**config.mk**
```make
export PLATFORM = sky130hd
export DESIGN_NAME = seg_scan_ctrl_flat
export DESIGN_NICKNAME = d
export VERILOG_FILES = /design/src/rtl/seg_pkg.sv /design/src/rtl/seg_scan_ctrl_if.sv /design/src/rtl/seg_scan_ctrl_hex7seg.sv /design/src/rtl/seg_scan_ctrl.sv /design/src/flat_wrapper.sv
export SDC_FILE = /design/constraint.sdc
export NUM_CORES = 1
export LEC_CHECK = 0
export BUFFER_PORTS_ARGS = -buffer_cell sky130_fd_sc_hd__buf_2
export CAP_MARGIN = 20
export CORE_AREA = 2 2 145 147
export DETAILED_ROUTE_END_ITERATION = 8
export DIE_AREA = 0 0 147 149
export PLACE_DENSITY = 0.92
export REMOVE_ABC_BUFFERS = 1
export SLEW_MARGIN = 20
export SYNTH_ARGS = -nofsm -noshare
export SYNTH_HDL_FRONTEND = slang
export SYNTH_SLANG_ARGS = --single-unit
export TNS_END_PERCENT = 20
```
**constraint.sdc**
```tcl
create_clock -name clk -period 22.1 [get_ports clk]
set_input_delay 3.315 -clock clk [delete_from_list [all_inputs] [get_ports clk]]
set_output_delay 3.315 -clock clk [all_outputs]
set_load 0.03 [all_outputs]
```
**src/rtl/seg_pkg.sv**
```systemverilog
// Shared types and constants for the seven-segment scan controller.
// Glyphs are active-high {g,f,e,d,c,b,a}; output polarity is applied in the top level.
package seg_pkg;

    typedef enum logic {
        GUARD = 1'b0,
        DRIVE = 1'b1
    } scan_state_e;

    localparam logic [7:0] SEG_OFF = 8'h00;

    // Entry n is the glyph for hex digit n (entry 0 in the least significant slot).
    localparam logic [15:0][6:0] GLYPH = {
        7'h71, 7'h79, 7'h5E, 7'h39, 7'h7C, 7'h77, 7'h6F, 7'h7F,
        7'h07, 7'h7D, 7'h6D, 7'h66, 7'h4F, 7'h5B, 7'h06, 7'h3F
    };

endpackage

```
**src/rtl/seg_scan_ctrl_if.sv**
```systemverilog
// Display data/control bundle between the channel mux (master) and the scan controller (slave).
interface seg_scan_ctrl_if #(
    parameter int DIGITS = 8
);
    logic                  en;
    logic                  load;
    logic                  mode;
    logic [4*DIGITS-1:0]   data;
    logic [8*DIGITS-1:0]   raw_seg;
    logic [DIGITS-1:0]     dp;
    logic [DIGITS-1:0]     blank;
    logic [DIGITS-1:0]     blink;
    logic [7:0]            seg;
    logic [DIGITS-1:0]     an;
    logic                  pending;
    logic                  frame;

    modport master (
        output en, load, mode, data, raw_seg, dp, blank, blink,
        input  seg, an, pending, frame
    );

    modport slave (
        input  en, load, mode, data, raw_seg, dp, blank, blink,
        output seg, an, pending, frame
    );
endinterface

```
**src/rtl/seg_scan_ctrl_hex7seg.sv**
```systemverilog
// Combinational hex nibble to active-high seven-segment glyph.
module hex7seg
    import seg_pkg::*;
(
    input  logic [3:0] nibble,
    output logic [6:0] seg
);
    assign seg = GLYPH[nibble];
endmodule

```
**src/rtl/seg_scan_ctrl.sv**
```systemverilog
// N-digit seven-segment scan controller with double buffering, guard gap and blink.
// Define SEG_LZB_EN to enable leading-zero blanking in hex mode.
module seg_scan_ctrl
    import seg_pkg::*;
#(
    parameter int DIGITS      = 8,
    parameter int SCAN_DIV_W  = 17,
    parameter int BLINK_DIV_W = 25,
    parameter int GUARD_CYC   = 16,
    parameter int ACTIVE_LOW  = 1
) (
    input  logic             clk,
    input  logic             rst,
    seg_scan_ctrl_if.slave   bus
);
    localparam int IDX_W = (DIGITS > 1) ? $clog2(DIGITS) : 1;
    localparam logic [SCAN_DIV_W-1:0] GUARD_END = SCAN_DIV_W'(GUARD_CYC - 1);
    localparam logic [IDX_W-1:0]      IDX_LAST  = IDX_W'(DIGITS - 1);
    localparam logic [7:0]            SEG_IDLE  = (ACTIVE_LOW != 0) ? ~SEG_OFF : SEG_OFF;
    localparam logic [DIGITS-1:0]     AN_IDLE   = (ACTIVE_LOW != 0) ? '1 : '0;

    typedef struct packed {
        logic                mode;
        logic [4*DIGITS-1:0] data;
        logic [8*DIGITS-1:0] raw;
        logic [DIGITS-1:0]   dp;
        logic [DIGITS-1:0]   blank;
        logic [DIGITS-1:0]   blink;
    } img_t;

    scan_state_e              state_q, state_d;
    logic [SCAN_DIV_W-1:0]    cnt_q, cnt_d;
    logic [IDX_W-1:0]         idx_q, idx_d;
    logic [BLINK_DIV_W-1:0]   blink_q, blink_d;
    img_t                     pend_buf_q, pend_buf_d;
    img_t                     act_buf_q, act_buf_d;
    logic                     pending_q, pending_d;
    logic                     frame_q, frame_d;
    logic [7:0]               seg_q, seg_d;
    logic [DIGITS-1:0]        an_q, an_d;
    logic                     wrap;
    logic [3:0]               cur_nibble;
    logic [6:0]               glyph7;
    logic                     lz_dark;

    // NOTE: every signal driven in always_comb gets a default first so no latch is inferred.
    always_comb begin
        state_d = state_q;
        idx_d   = idx_q;
        cnt_d   = cnt_q + SCAN_DIV_W'(1);
        blink_d = blink_q + BLINK_DIV_W'(1);
        wrap    = 1'b0;
        case (state_q)
            GUARD: if (cnt_q == GUARD_END) state_d = DRIVE;
            DRIVE: if (&cnt_q) begin
                state_d = GUARD;
                if (idx_q == IDX_LAST) begin
                    idx_d = '0;
                    wrap  = 1'b1;
                end else begin
                    idx_d = idx_q + IDX_W'(1);
                end
            end
            default: state_d = GUARD;
        endcase
    end

    // Pending image is promoted only at the frame wrap so a frame never mixes two images.
    always_comb begin
        pend_buf_d = pend_buf_q;
        if (bus.load) begin
            pend_buf_d = '{mode: bus.mode, data: bus.data, raw: bus.raw_seg,
                           dp: bus.dp, blank: bus.blank, blink: bus.blink};
        end
        act_buf_d = (wrap && pending_q) ? pend_buf_q : act_buf_q;
        pending_d = bus.load | (pending_q & ~wrap);
        frame_d   = wrap;
    end

    always_comb cur_nibble = act_buf_q.data[4*int'(idx_q) +: 4];

    hex7seg u_hex7seg (
        .nibble (cur_nibble),
        .seg    (glyph7)
    );

`ifdef SEG_LZB_EN
    int hi_nz;
    always_comb begin
        hi_nz = 0;
        for (int i = 0; i < DIGITS; i++) begin
            if (act_buf_q.data[4*i +: 4] != 4'h0) hi_nz = i;
        end
        lz_dark = !act_buf_q.mode && (int'(idx_q) > hi_nz);
    end
`else
    always_comb lz_dark = 1'b0;
`endif

    always_comb begin
        logic       lit;
        logic       dark;
        logic [7:0] seg_on;
        logic [DIGITS-1:0] an_on;
        dark   = act_buf_q.blank[idx_q] | (act_buf_q.blink[idx_q] & blink_q[BLINK_DIV_W-1]) | lz_dark;
        lit    = bus.en && (state_q == DRIVE) && !dark;
        seg_on = SEG_OFF;
        an_on  = '0;
        if (lit) begin
            seg_on = act_buf_q.mode ? act_buf_q.raw[8*int'(idx_q) +: 8]
                                    : {act_buf_q.dp[idx_q], glyph7};
            an_on  = DIGITS'(1) << idx_q;
        end
        seg_d = (ACTIVE_LOW != 0) ? ~seg_on : seg_on;
        an_d  = (ACTIVE_LOW != 0) ? ~an_on : an_on;
    end

    // NOTE: sequential state uses non-blocking assignments so all flops update from pre-edge values.
    always_ff @(posedge clk or posedge rst) begin
        if (rst) begin
            state_q    <= GUARD;
            cnt_q      <= '0;
            idx_q      <= '0;
            blink_q    <= '0;
            pend_buf_q <= '0;
            act_buf_q  <= '0;
            pending_q  <= 1'b0;
            frame_q    <= 1'b0;
            seg_q      <= SEG_IDLE;
            an_q       <= AN_IDLE;
        end else begin
            state_q    <= state_d;
            cnt_q      <= cnt_d;
            idx_q      <= idx_d;
            blink_q    <= blink_d;
            pend_buf_q <= pend_buf_d;
            act_buf_q  <= act_buf_d;
            pending_q  <= pending_d;
            frame_q    <= frame_d;
            seg_q      <= seg_d;
            an_q       <= an_d;
        end
    end

    assign bus.seg     = seg_q;
    assign bus.an      = an_q;
    assign bus.pending = pending_q;
    assign bus.frame   = frame_q;

endmodule

```
**src/flat_wrapper.sv**
```systemverilog
// flat-port wrapper written by rule: the top's interface ports become plain ports
module seg_scan_ctrl_flat import seg_pkg::*;
#(
    parameter int DIGITS      = 8,
    parameter int SCAN_DIV_W  = 17,
    parameter int BLINK_DIV_W = 25,
    parameter int GUARD_CYC   = 16,
    parameter int ACTIVE_LOW  = 1
)
  (clk, rst, bus_en, bus_load, bus_mode, bus_data, bus_raw_seg, bus_dp, bus_blank, bus_blink, bus_seg, bus_an, bus_pending, bus_frame);
  seg_scan_ctrl_if #(.DIGITS(DIGITS)) bus_i ();
  input  logic clk;
  input  logic rst;
  input wire logic [$bits(bus_i.en)-1:0] bus_en;
  input wire logic [$bits(bus_i.load)-1:0] bus_load;
  input wire logic [$bits(bus_i.mode)-1:0] bus_mode;
  input wire logic [$bits(bus_i.data)-1:0] bus_data;
  input wire logic [$bits(bus_i.raw_seg)-1:0] bus_raw_seg;
  input wire logic [$bits(bus_i.dp)-1:0] bus_dp;
  input wire logic [$bits(bus_i.blank)-1:0] bus_blank;
  input wire logic [$bits(bus_i.blink)-1:0] bus_blink;
  output wire logic [$bits(bus_i.seg)-1:0] bus_seg;
  output wire logic [$bits(bus_i.an)-1:0] bus_an;
  output wire logic [$bits(bus_i.pending)-1:0] bus_pending;
  output wire logic [$bits(bus_i.frame)-1:0] bus_frame;
  assign bus_i.en = bus_en;
  assign bus_i.load = bus_load;
  assign bus_i.mode = bus_mode;
  assign bus_i.data = bus_data;
  assign bus_i.raw_seg = bus_raw_seg;
  assign bus_i.dp = bus_dp;
  assign bus_i.blank = bus_blank;
  assign bus_i.blink = bus_blink;
  assign bus_seg = bus_i.seg;
  assign bus_an = bus_i.an;
  assign bus_pending = bus_i.pending;
  assign bus_frame = bus_i.frame;
  seg_scan_ctrl #(.DIGITS(DIGITS), .SCAN_DIV_W(SCAN_DIV_W), .BLINK_DIV_W(BLINK_DIV_W), .GUARD_CYC(GUARD_CYC), .ACTIVE_LOW(ACTIVE_LOW)) u_core (.clk(clk), .rst(rst), .bus(bus_i));
endmodule
```
Word level (Yosys, flattened, before mapping) --
Memory sizes are Yosys's and may differ from the RTL's. Index checks and enable logic that the tools add are counted.
Word-level totals: register bits after elaboration 306, latch bits 0, bits in writable memories 0, bits in read-only memories 112, word-level logic and storage cells 62, memories 1
Operators by class: $add $sub $neg 3, $mul 0, divide/modulo/power cells 0, $lt $le $gt $ge 2, equality and inequality tests 2, shifts and indexed selects 3, mux-type cells 17, bitwise operators 8, reductions and logical operators 6
Memories:
- (name not given) | words 16, bits a word 7, rd ports 1, clocked after memory_dff 0, wr ports 0, RTL line seg_scan_ctrl_hex7seg.sv:8 | assign seg = GLYPH[nibble];
Operators by type and width (number):
- indexed part select 64 x 7 -> 8 bit | 1
- indexed part select 32 x 6 -> 4 bit | 1
- adder 25 x 1 -> 25 bit, second input constant | 1
- two-way mux 8 bit | 3
- AND reduction 18 bit | 1
- adder 17 x 1 -> 17 bit, second input constant | 1
- equality test 17 x 4 -> 1 bit, second input constant | 1
- AND reduction 17 bit | 1
- NOT 8 bit | 2
- binary-select mux 1 bit (select 3 bit) | 3
- two-way mux 1 bit | 8
- left shift 1 x 3 -> 8 bit, first input constant | 1
- two-way mux 7 bit | 1
- less-than comparator 4 x 5 -> 1 bit, second input constant | 1
- less-than comparator 3 x 4 -> 1 bit, second input constant | 1
- adder 3 x 1 -> 3 bit, second input constant | 1
- equality test 3 bit, second input constant | 1
- logical AND 1 bit | 3
- two-way mux 3 bit | 1
- bitwise AND 1 bit | 2
- NOT 1 bit | 2
- bitwise OR 1 bit | 2
- case mux 1 bit (2 select lines) | 1
- logical NOT 1 bit | 1

Depth between registers and ports, before layout --
Gate-level depths: netlist of the first run.
word-level depth 8, gate-level depth with buffers 10

By module --
From an unflattened synthesis of the first run, not the netlist that was laid out.
Unflattened totals: cells, all modules 846, area, all modules 12786.0 um2
Modules (own cells, without submodules):
- seg_scan_ctrl | instances 1, cells an instance 813, area an instance 12498.2 um2, sequential area each 7677.4 um2
- hex7seg | instances 1, cells an instance 33, area an instance 287.8 um2, sequential area each 0.0 um2

Worst setup path before layout of the first run --
OpenSTA, ideal clock, no wires.
kind input -> register, start point in bus_load, end point reg u_core.pend_buf_q[0] in the netlist's numbering, library setup time 0.125 ns, data arrival time 4.463 ns, data required time 21.975 ns, setup slack 17.512 ns, cell stages on the path 4, cell sequence clkbuf_1 > clkbuf_1 > clkbuf_1 > mux2_2
RTL lines:
- start: declaration | RTL line flat_wrapper.sv:15 | input wire logic [$bits(bus_i.load)-1:0] bus_load;
- end signal: assignment | RTL line seg_scan_ctrl.sv:136 | pend_buf_q <= pend_buf_d;
- end: declaration | RTL line seg_scan_ctrl.sv:35 | img_t pend_buf_q, pend_buf_d;
No word-level cell between the ends.

Worst setup path in the final report of the first run --
start point in bus_load, end point reg u_core.pend_buf_q[111] in the netlist's numbering
No word-level cell between the ends.

==> results.yml, run 1 <==
pwr:
  p_leak_nw: 6.98
  peakVddDrop_uv: 65.7
  p_per_area_mw_per_mm2: 80.7
sta:
  finalSetupViolations: 0
  worst_slack_ns: 17.35
  fmax_mhz: 211
  timing.final.crit_share_pct: 21.5
  relSlewSlack_pct: 31.6
  rsz0062_at_grt: "no"
  hold_viol_final: 0
  tightest_slew_ns: 1.03
  setup-tns-final_ns: 0
  skew_ns: 0.0201
  slew_violations: 0
  fin_crit_ns: 4.75
clocking:
  root_buffer: "clkbuf_16"
  clk-insertion-delay-late_ns: 0.55
  cts_sinks: 306
  cts_max_path_buffers: 3
  cts_hold_buf: 0
  cts_tree: "yes"
  clk_pin_slew_ns: 0.06
  post-cts-setup-buffer-count: 0
  post_cts_resized: 0
  numCtsBuffers: 30
  cts_htree_levels: 1
synth:
  ys_seq_elements: 306
  postSynth.asyncResetShare_pct: 100
  yosysSeqAreaShare_pct: 60.5
  ys_warn_count: 0
  netlist_instances: 826
  avgSynthCellArea_um2: 15.4
  synth_area_leaders: "dfrtp_1 57%, mux2_2 22%, mux4_2 5.5%"
  ys_types: 41
  synth_top_cell_area_share_pct: 57.2
  syn-cell-area_mm2: 0.0127
  yosysTopAreaCell: "dfrtp_1"
  synth_edf_count: 0
  ys.flop_type: "dfrtp_1"
setup_path:
  worstSetupStartpointType: "input pin"
  cp-end-kind: "register"
  cp.arrival_ns: 5.16
  crit_required_ns: 22.51
  worstRegToRegCells: 9
  path_class: "in2reg"
  cp_max_fo: 66
cells_and_area:
  layout.nets: 1105
  syn2layout_area_growth_pct: 15.7
  drive_above_1_share_pct: 50.3
floorplan:
  io_pins: 143
  die_w_um: 147
  rows: 53
  initial_utilization_pct: 61.7
  die-area_mm2: 0.0219
  core_area_mm2: 0.0206
  die_h_um: 149
placement:
  place_hpwl_um: 15200
  portBuffers: 142
  place_congestion: 0.801
  pre_cts_ws_ns: 16.79
flow_run:
  cap_violations: 0
routing:
  drtIter0Drc: 377
  wl_per_cell_um: 19.8
  antenna_left: 0
  num_vias: 7211
  viasPerCell: 5.70
  dr.pass1.iters: 4
  routed_wl_um: 25000
  drc: 0
global_route:
  grt_pass1_vias: 7763
  overflow: 0
  track_usage_pct: 23.5
  antenna_found_initial: 2
  grt_max_degree: 143
  grt_first_pass_wirelength_um: 40800
status:
  status: "finished clean"
min_path:
  min_path_cells: 1
  hp-class: "reg2reg"
==> layout make-up <==
type                    count  area [µm²]
flip-flops and latches    306        7680
clock inverters            10         130
diodes                      1        2.50
fillers                  1282        5890
clock buffers              46         922
multi-input cells         464        4770
well taps                 275         344
inverters                  16        67.6
repair buffers            147         754
==> critical path, cell delays in order <==
cell and delay (ns):
buf_4 0.57, buf_4 0.79, mux2_2 0.43
==> cell families (layout without fill, tap and decap cells) <==
kind of cell	after synthesis	after routing	share of synthesized area [%]
AO/OA/AOI/OAI	17	17	1.17
XOR/XNOR	37	37	2.56
adder cells (fa/ha/maj)	15	15	1.48
buffers and inverters	56	219	1.91
flip-flops	306	306	60.5
multiplexers	284	284	28.0
other	0	1	0
AND/OR/NAND/NOR	111	111	4.31
==> state kept, by name, indices dropped and copies added (netlist names) <==
signal	cells
u_core.act_buf_q	121
u_core.state_q	1
u_core.pend_buf_q	121
u_core.blink_q	25
u_core.cnt_q	17
u_core.bus.pending	1
u_core.bus.seg	8
u_core.bus.frame	1
u_core.idx_q	3
u_core.bus.an	8
==> final timing paths <==
kind                            slack (ns)          startpoint                      to
worst max-delay path                 17.35            bus_load  u_core.pend_buf_q[111]
worst min-delay path                  0.46  u_core.blink_q[11]      u_core.blink_q[11]
worst max register to register       18.43     u_core.cnt_q[0]    u_core.act_buf_q[54]
worst min register to register        0.46  u_core.blink_q[11]      u_core.blink_q[11]
max in group asynchronous            17.51                 rst    u_core.act_buf_q[42]
min in group asynchronous             2.99                 rst         u_core.cnt_q[8]
==> cell usage in the layout (no fill, tap or decap), types with 5 or more instances in the layout <==
cell type,Yosys,routed
dfrtp_1,290,288
mux2_2,245,245
buf_2,5,141
nand2_1,36,35
mux4_2,31,31
clkbuf_16,0,31
xnor2_1,25,25
nand3_1,23,23
dfstp_2,16,16
ha_1,15,15
nor2_1,14,14
inv_1,15,14
xor2_1,12,12
clkbuf_8,0,9
and3_1,8,8
nand4_1,6,6
nor3_1,6,6
mux2i_1,6,6
clkbuf_1,26,6
and4_1,5,5
clkinv_2,0,5
buf_4,1,5
==> where the power goes <==
part           leakage (nW)  internal, mW  switching (mW)
logic                  2.56        0.0289          0.0275
clock network         0.516         0.321           0.210
registers              3.90         0.584          0.0130
==> metrics by stage <==
step           util (%)  hold slack [ns]  instances  cell area [µm²]  power, mW
4_1_cts            71.3            0.464       1264            14700       1.19
3_3_place_gp       66.2            0.451       1208            13600      0.659
5_1_grt            71.4            0.491       1264            14700       1.22
2_1_floorplan         -            0.434        786            12500      0.635
6_report           71.4            0.462       1265            14700       1.18
3_5_place_dp       66.2            0.453       1208            13600      0.663
==> cells in the mapped netlist, drive strengths merged (2+ instances only) <==
cell type / count
mux2: 246
buf: 14
ha: 15
xnor2: 25
and3: 8
nor3: 6
mux2i: 7
o311ai: 5
dfstp: 16
o211ai: 2
nand2b: 4
inv: 16
mux4: 31
a32oi: 2
dfrtp: 290
nor2: 14
nand3: 23
nor4: 2
and2: 3
and4: 5
clkbuf: 26
xor2: 12
nand4: 6
nand2: 36
nor2b: 3
==> routing by layer <==
metal  up-vias  track usage (%)  wire (µm)
met4         2             6.44        571
met2       196             39.9      12600
met3        52             5.11       1460
met1      3722             31.2      10400
met5         -                0         13
li1       3239                -          -
No activity file was read; power rests on OpenSTA's default activity.
==> inputs of run 2 (changes only) <==
--- a/config.mk
+++ b/config.mk
@@ -7,10 +7,10 @@
 export LEC_CHECK = 0
 export BUFFER_PORTS_ARGS = -buffer_cell sky130_fd_sc_hd__buf_2
 export CAP_MARGIN = 20
-export CORE_AREA = 2 2 145 147
+export CORE_AREA = 2 2 151 153
 export DETAILED_ROUTE_END_ITERATION = 8
-export DIE_AREA = 0 0 147 149
-export PLACE_DENSITY = 0.92
+export DIE_AREA = 0 0 153 155
+export PLACE_DENSITY = 0.87
 export REMOVE_ABC_BUFFERS = 1
 export SLEW_MARGIN = 20
 export SYNTH_ARGS = -nofsm -noshare
==> constraint.sdc (replaced) <==
create_clock -name clk -period 4.65 [get_ports clk]
set_input_delay 0.6975 -clock clk [delete_from_list [all_inputs] [get_ports clk]]
set_output_delay 0.6975 -clock clk [all_outputs]
set_load 0.03 [all_outputs]
==> results.yml, run 2 (synthesis gave the netlist of run 1 again) <==
status:
  status: "finished clean"
cells_and_area:
  final_area_mm2: 0.0147
  fin_cells: 1276
  syn2layout_area_growth_pct: 15.9
  layout.nets: 1109
  drive_above_1_share_pct: 50.2
  reg_top3: "u_core.act_buf_q (121), u_core.pend_buf_q (121), u_core.blink_q (25)"
  final_common_cell: "dfrtp_1"
  final_cell_mix: "288 x dfrtp_1, 245 x mux2_2, 141 x buf_2"
sta:
  fmax_mhz: 312
  relSlewSlack_pct: 36.6
  fin_crit_ns: 3.21
  slew_violations: 0
  hold_viol_final: 0
  rsz0062_at_grt: "no"
  setup-tns-final_ns: 0
  finalSetupViolations: 0
  skew_ns: 0.00897
  tightest_slew_ns: 0.951
  timing.final.crit_share_pct: 69.0
  whs_ns: 0.327
  worst_slack_ns: 1.44
global_route:
  overflow: 0
  grt_max_degree: 135
  grt_first_pass_wirelength_um: 40100
  track_usage_pct: 21.1
  grt_pass1_vias: 7761
  antenna_found_initial: 2
floorplan:
  io_pins: 143
  die-area_mm2: 0.0237
  initial_utilization_pct: 57.1
  rows: 55
  die_w_um: 153
  die_h_um: 155
  core_area_mm2: 0.0222
setup_path:
  critical_path.top_delay_family: "simple AND/OR/NAND/NOR gates"
  rrSetupSlack_ns: 1.44
  rr_endpoint: "u_core.act_buf_q[76]"
  reg2reg_from: "u_core.cnt_q[0]"
  crit_path_top_delay_cell: "nand2_4"
  cp.arrival_ns: 3.63
  slowest_delay_ns: 0.70
  cp_max_fo: 68
  path_class: "reg2reg"
  worstSetupStartpointType: "register"
  crit_required_ns: 5.07
  cp_num_buf_inv: 1
  cp-end-kind: "register"
  crit_chain: "ha_1, and3_1, nor2b_1, and4_1, ha_1, and3_1, nand2_4, buf_4, mux2_2"
  worstRegToRegCells: 9
routing:
  antenna_left: 0
  wl_per_cell_um: 18.9
  viasPerCell: 5.57
  dr.pass1.iters: 5
  num_vias: 7106
  drc: 0
  routed_wl_um: 24100
  drtIter0Drc: 405
placement:
  dp.cells: 1223
  pre_cts_ws_ns: 1.47
  post_dp_cell_area_mm2: 0.0137
  place_hpwl_um: 15600
  place_congestion: 0.808
  portBuffers: 142
min_path:
  hp-class: "in2async"
clocking:
  cts_hold_buf: 0
  cts_tree: "yes"
  cts_sinks: 306
  post_cts_resized: 0
  numCtsBuffers: 29
  clk-insertion-delay-late_ns: 0.54
  cts_max_path_buffers: 3
  root_buffer: "clkbuf_16"
  cts_htree_levels: 1
  post-cts-setup-buffer-count: 0
  clk_pin_slew_ns: 0.06
pwr:
  p_per_area_mw_per_mm2: 378
  power_frac_comb_pct: 4.8
  pwr-share-seq_pct: 51.1
  peakVddDrop_uv: 324
  power.share.clock_pct: 44.1
  p_leak_nw: 6.99
  swShare_pct: 20.9
  p_sw_mw: 1.16
  internal_power_mw: 4.40
flow_run:
  cap_violations: 0
-- run 2: cell types whose count changed in the layout (fill, tap and decap cells not counted), sizes merged --
cell	before	now
bufinv	3	5
clkinvlp	2	1
clkinv	5	6
clkbuf	46	40
buf	147	152
-- run 2: routing by layer --
metal  GRT usage [%]  routed length, µm  vias to the layer above
met2            35.5              12000                      146
met1            28.7              10400                     3685
li1                -                  -                     3235
met3            3.79               1150                       38
met5               0                 13                        -
met4            6.35                484                        2
-- run 2: worst register-to-register path, delay by kind of cell (launching register included) --
family / cells / cell delay, ns
adder cells (fa/ha/maj): 2 / 0.41
buffers and inverters: 1 / 0.41
flip-flops: 1 / 0.40
multiplexers: 1 / 0.36
AND/OR/NAND/NOR: 5 / 1.52
-- run 2: how the worst max path moves through the flow --
stage,start,slack [ns],end,cells past startpoint
3_3_place_gp,u_core.cnt_q[0],1.55,u_core.act_buf_q[63],9
5_1_grt,u_core.cnt_q[0],1.25,u_core.act_buf_q[20],9
2_1_floorplan,rst,-4.48,u_core.act_buf_q[0],1
4_1_cts,u_core.cnt_q[0],1.46,u_core.act_buf_q[20],9
6_report,u_core.cnt_q[0],1.44,u_core.act_buf_q[76],9
3_5_place_dp,u_core.cnt_q[0],1.47,u_core.act_buf_q[20],9
-- run 2: power by group through the flow --
stage | logic [mW] | clock network [mW] | registers (mW)
floorplan | 0.154 | 0 | 2.86
global placement | 0.262 | 0 | 2.89
detailed placement | 0.272 | 0 | 2.89
CTS | 0.275 | 2.49 | 2.84
global route | 0.299 | 2.61 | 2.85
finish | 0.267 | 2.45 | 2.84
-- run 2: area by class of cell --
| type | count | area, µm² |
|---|---|---|
| sequential | 306 | 7680 |
| fill | 1560 | 7530 |
| multi-input combinational | 464 | 4770 |
| timing repair buffer | 152 | 826 |
| clock buffer | 40 | 807 |
| tap | 285 | 357 |
| clock inverter | 12 | 188 |
| inverter | 16 | 67.6 |
| antenna | 1 | 2.50 |
-- run 2: through the flow --
stage                     power, mW  utilization [%]
after floorplan                3.02                -
after global placement         3.15             61.6
after detailed placement       3.16             61.6
after CTS                      5.61             66.1
after global routing           5.76             66.1
final                          5.56             66.1
==> inputs of run 3 (changes only) <==
--- a/config.mk
+++ b/config.mk
@@ -5,12 +5,13 @@
 export SDC_FILE = /design/constraint.sdc
 export NUM_CORES = 1
 export LEC_CHECK = 0
+export ABC_AREA = 1
 export BUFFER_PORTS_ARGS = -buffer_cell sky130_fd_sc_hd__buf_2
 export CAP_MARGIN = 20
-export CORE_AREA = 2 2 151 153
+export CORE_AREA = 2 2 162 164
 export DETAILED_ROUTE_END_ITERATION = 8
-export DIE_AREA = 0 0 153 155
-export PLACE_DENSITY = 0.87
+export DIE_AREA = 0 0 164 166
+export PLACE_DENSITY = 0.83
 export REMOVE_ABC_BUFFERS = 1
 export SLEW_MARGIN = 20
 export SYNTH_ARGS = -nofsm -noshare
==> constraint.sdc (replaced) <==
create_clock -name clk -period 2.8 [get_ports clk]
set_input_delay 0.42 -clock clk [delete_from_list [all_inputs] [get_ports clk]]
set_output_delay 0.42 -clock clk [all_outputs]
set_load 0.03 [all_outputs]
==> results.yml, run 3 <==
floorplan:
  core_area_mm2: 0.0256
  io_pins: 143
  die_w_um: 164
  die_h_um: 166
  initial_utilization_pct: 51.8
  rows: 59
  die-area_mm2: 0.0272
placement:
  post_dp_cell_area_mm2: 0.0144
  place_congestion: 0.894
  portBuffers: 142
  dp.cells: 1949
  place_hpwl_um: 20300
setup_path:
  crit_path_top_delay_cell: "dfrtp_1"
  path_class: "reg2reg"
  crit_required_ns: 3.25
  cp_max_fo: 44
  rr_endpoint: "u_core.act_buf_q[100]"
  slowest_delay_ns: 0.37
  cp-end-kind: "register"
  worstRegToRegCells: 11
  reg2reg_from: "u_core.cnt_q[0]"
  rrSetupSlack_ns: 0.19
  cp.arrival_ns: 3.06
  crit_chain: "ha_1, nand3_2, nor3_4, nand4_1, nor4_1, ha_1, nand2_1, nor2_4, nand2_8, buf_12, o21ai_0"
  cp_num_buf_inv: 1
  worstSetupStartpointType: "register"
  cpMostUsedCell: "ha_1"
  critical_path.top_delay_family: "simple AND/OR/NAND/NOR gates"
sta:
  tightest_slew_ns: 0.555
  relSlewSlack_pct: 63.0
  timing.final.crit_share_pct: 93.3
  fin_crit_ns: 2.61
  fmax_mhz: 383
  skew_ns: 0.0189
  slew_violations: 0
  finalSetupViolations: 0
  hold_viol_final: 0
pwr:
  p_leak_nw: 7.62
  swShare_pct: 22.2
  power_frac_comb_pct: 5.1
  power.share.clock_pct: 45.9
  p_per_area_mw_per_mm2: 612
  pwr-share-seq_pct: 49.0
  internal_power_mw: 7.36
  p_sw_mw: 2.10
  peakVddDrop_uv: 534
synth:
  synth_edf_count: 0
  yosysSeqAreaShare_pct: 57.8
  synth_top_cell_area_share_pct: 54.7
  ys_types: 34
  ys.flop_type: "dfrtp_1"
  yosysMostFrequentCell: "nand2_1"
  yosysTopAreaCell: "dfrtp_1"
  avgSynthCellArea_um2: 8.72
  ys_warn_count: 0
  syn-cell-area_mm2: 0.0133
  netlist_instances: 1522
  yosys-top-cells-count: "452 x nand2_1, 290 x dfrtp_1, 243 x o21ai_0, 179 x inv_1, 92 x nand3_1"
  postSynth.asyncResetShare_pct: 100
  ys_seq_elements: 306
  synth_area_leaders: "dfrtp_1 55%, nand2_1 13%, o21ai_0 9.2%"
clocking:
  cts_sinks: 306
  clk-insertion-delay-late_ns: 0.56
  root_buffer: "clkbuf_16"
  cts_htree_levels: 1
  numCtsBuffers: 30
  cts_max_path_buffers: 3
  clk_pin_slew_ns: 0.07
  cts_tree: "yes"
flow_run:
  cap_violations: 0
routing:
  routed_wl_um: 30400
  dr.pass1.iters: 7
  viasPerCell: 5.21
  num_vias: 10500
  antenna_left: 0
  wl_per_cell_um: 15.2
  drtIter0Drc: 995
  drc: 0
min_path:
  hp-class: "in2reg"
  min_from: "bus_data[30]"
  hold_path_end: "u_core.pend_buf_q[118]"
  min_path_cells: 3
cells_and_area:
  final_area_mm2: 0.0155
  multiInputGateArea_mm2: 0.00456
  reg_top3: "u_core.act_buf_q (121), u_core.pend_buf_q (121), u_core.blink_q (25)"
  drive_above_1_share_pct: 16.0
  nFillCells: 2086
  fin_cells: 2006
  diodes: 0
  final_common_cell: "nand2_1"
  syn2layout_area_growth_pct: 16.5
  ff_latch_area_mm2: 0.00768
  final_cell_mix: "452 x nand2_1, 289 x dfrtp_1, 243 x o21ai_0"
  layout.nets: 1787
global_route:
  grt_pass1_vias: 10500
  grt_first_pass_wirelength_um: 51100
  track_usage_pct: 23.0
  overflow: 0
  grt_max_degree: 80
  antenna_found_initial: 0
status:
  status: "finished clean"
run 3: logic make-up after synthesis:
kind of cell | after synthesis | share of synthesized area, %
fa+ha+maj | 15 | 1.41
compound gates | 278 | 10.6
flops | 306 | 57.8
xor+xnor | 34 | 2.24
buf+inv | 259 | 7.94
simple gates | 630 | 20.0
run 3: layout make-up:
class                      instances  area share (%)
clock inverter                    14            1.16
tap                              335            2.71
inverter                         183            4.51
timing repair buffer             169            6.61
clock buffer                      42            5.86
sequential                       306            49.6
multi-input combinational        957            29.5
run 3: worst min-delay path: cells and delay by family:
kind	cells	cell delay, ns
AOI/OAI and AO/OA	1	0.05
buffers and inverters	1	0.07
and+or+nand+nor	1	0.04
run 3: stage by stage:
stage | hold WS (ns) | total power, mW | util (%) | TNS (ns) | setup WS, ns
after floorplan | 0.423 | 4.94 | - | -1964.82 | -6.05
after global placement | 0.435 | 5.17 | 56.1 | 0 | 0.347
after detailed placement | 0.441 | 5.20 | 56.1 | 0 | 0.175
after CTS | 0.0547 | 9.52 | 60.4 | 0 | 0.161
after global routing | 0.0646 | 9.80 | 60.4 | -0.0291 | -0.0180
final | 0.0701 | 9.46 | 60.4 | 0 | 0.189
run 3: metal layers:
| layer | GRT usage, % | vias up | part of all wire, % |
|---|---|---|---|
| li1 | - | 5047 | - |
| met1 | 32.0 | 4954 | 44 |
| met2 | 38.1 | 382 | 47 |
| met3 | 3.00 | 68 | 6.1 |
| met4 | 6.83 | 0 | 2.9 |
| met5 | 0 | - | 0 |
run 3: timing repair:
| action | CTS | global route |
|---|---|---|
| buffers inserted | 0 | 0 |
| gates resized for setup | 0 | 1 |
| hold buffers | 1 | 0 |
| hold endpoints to repair | 55 | 0 |
| setup endpoints to repair | 0 | 48 |
run 3: how the worst max path moves through the flow:
| stage | from | endpoint | slack, ns | depth (start not counted) |
|---|---|---|---|---|
| CTS | u_core.cnt_q[0] | u_core.act_buf_q[15] | 0.16 | 12 |
| detailed placement | u_core.cnt_q[0] | u_core.act_buf_q[79] | 0.17 | 11 |
| floorplan | rst | u_core.act_buf_q[0] | -6.05 | 1 |
| finish | u_core.cnt_q[0] | u_core.act_buf_q[100] | 0.19 | 11 |
| global route | u_core.cnt_q[1] | u_core.act_buf_q[15] | -0.02 | 12 |
| global placement | u_core.cnt_q[0] | u_core.act_buf_q[20] | 0.35 | 12 |
run 3: power by group through the flow:
stage               clock network, mW  registers (mW)  logic, mW
finish                           4.35            4.63      0.485
global route                     4.59            4.64      0.566
CTS                              4.39            4.63      0.495
detailed placement                  0            4.71      0.486
global placement                    0            4.70      0.470
floorplan                           0            4.71      0.227
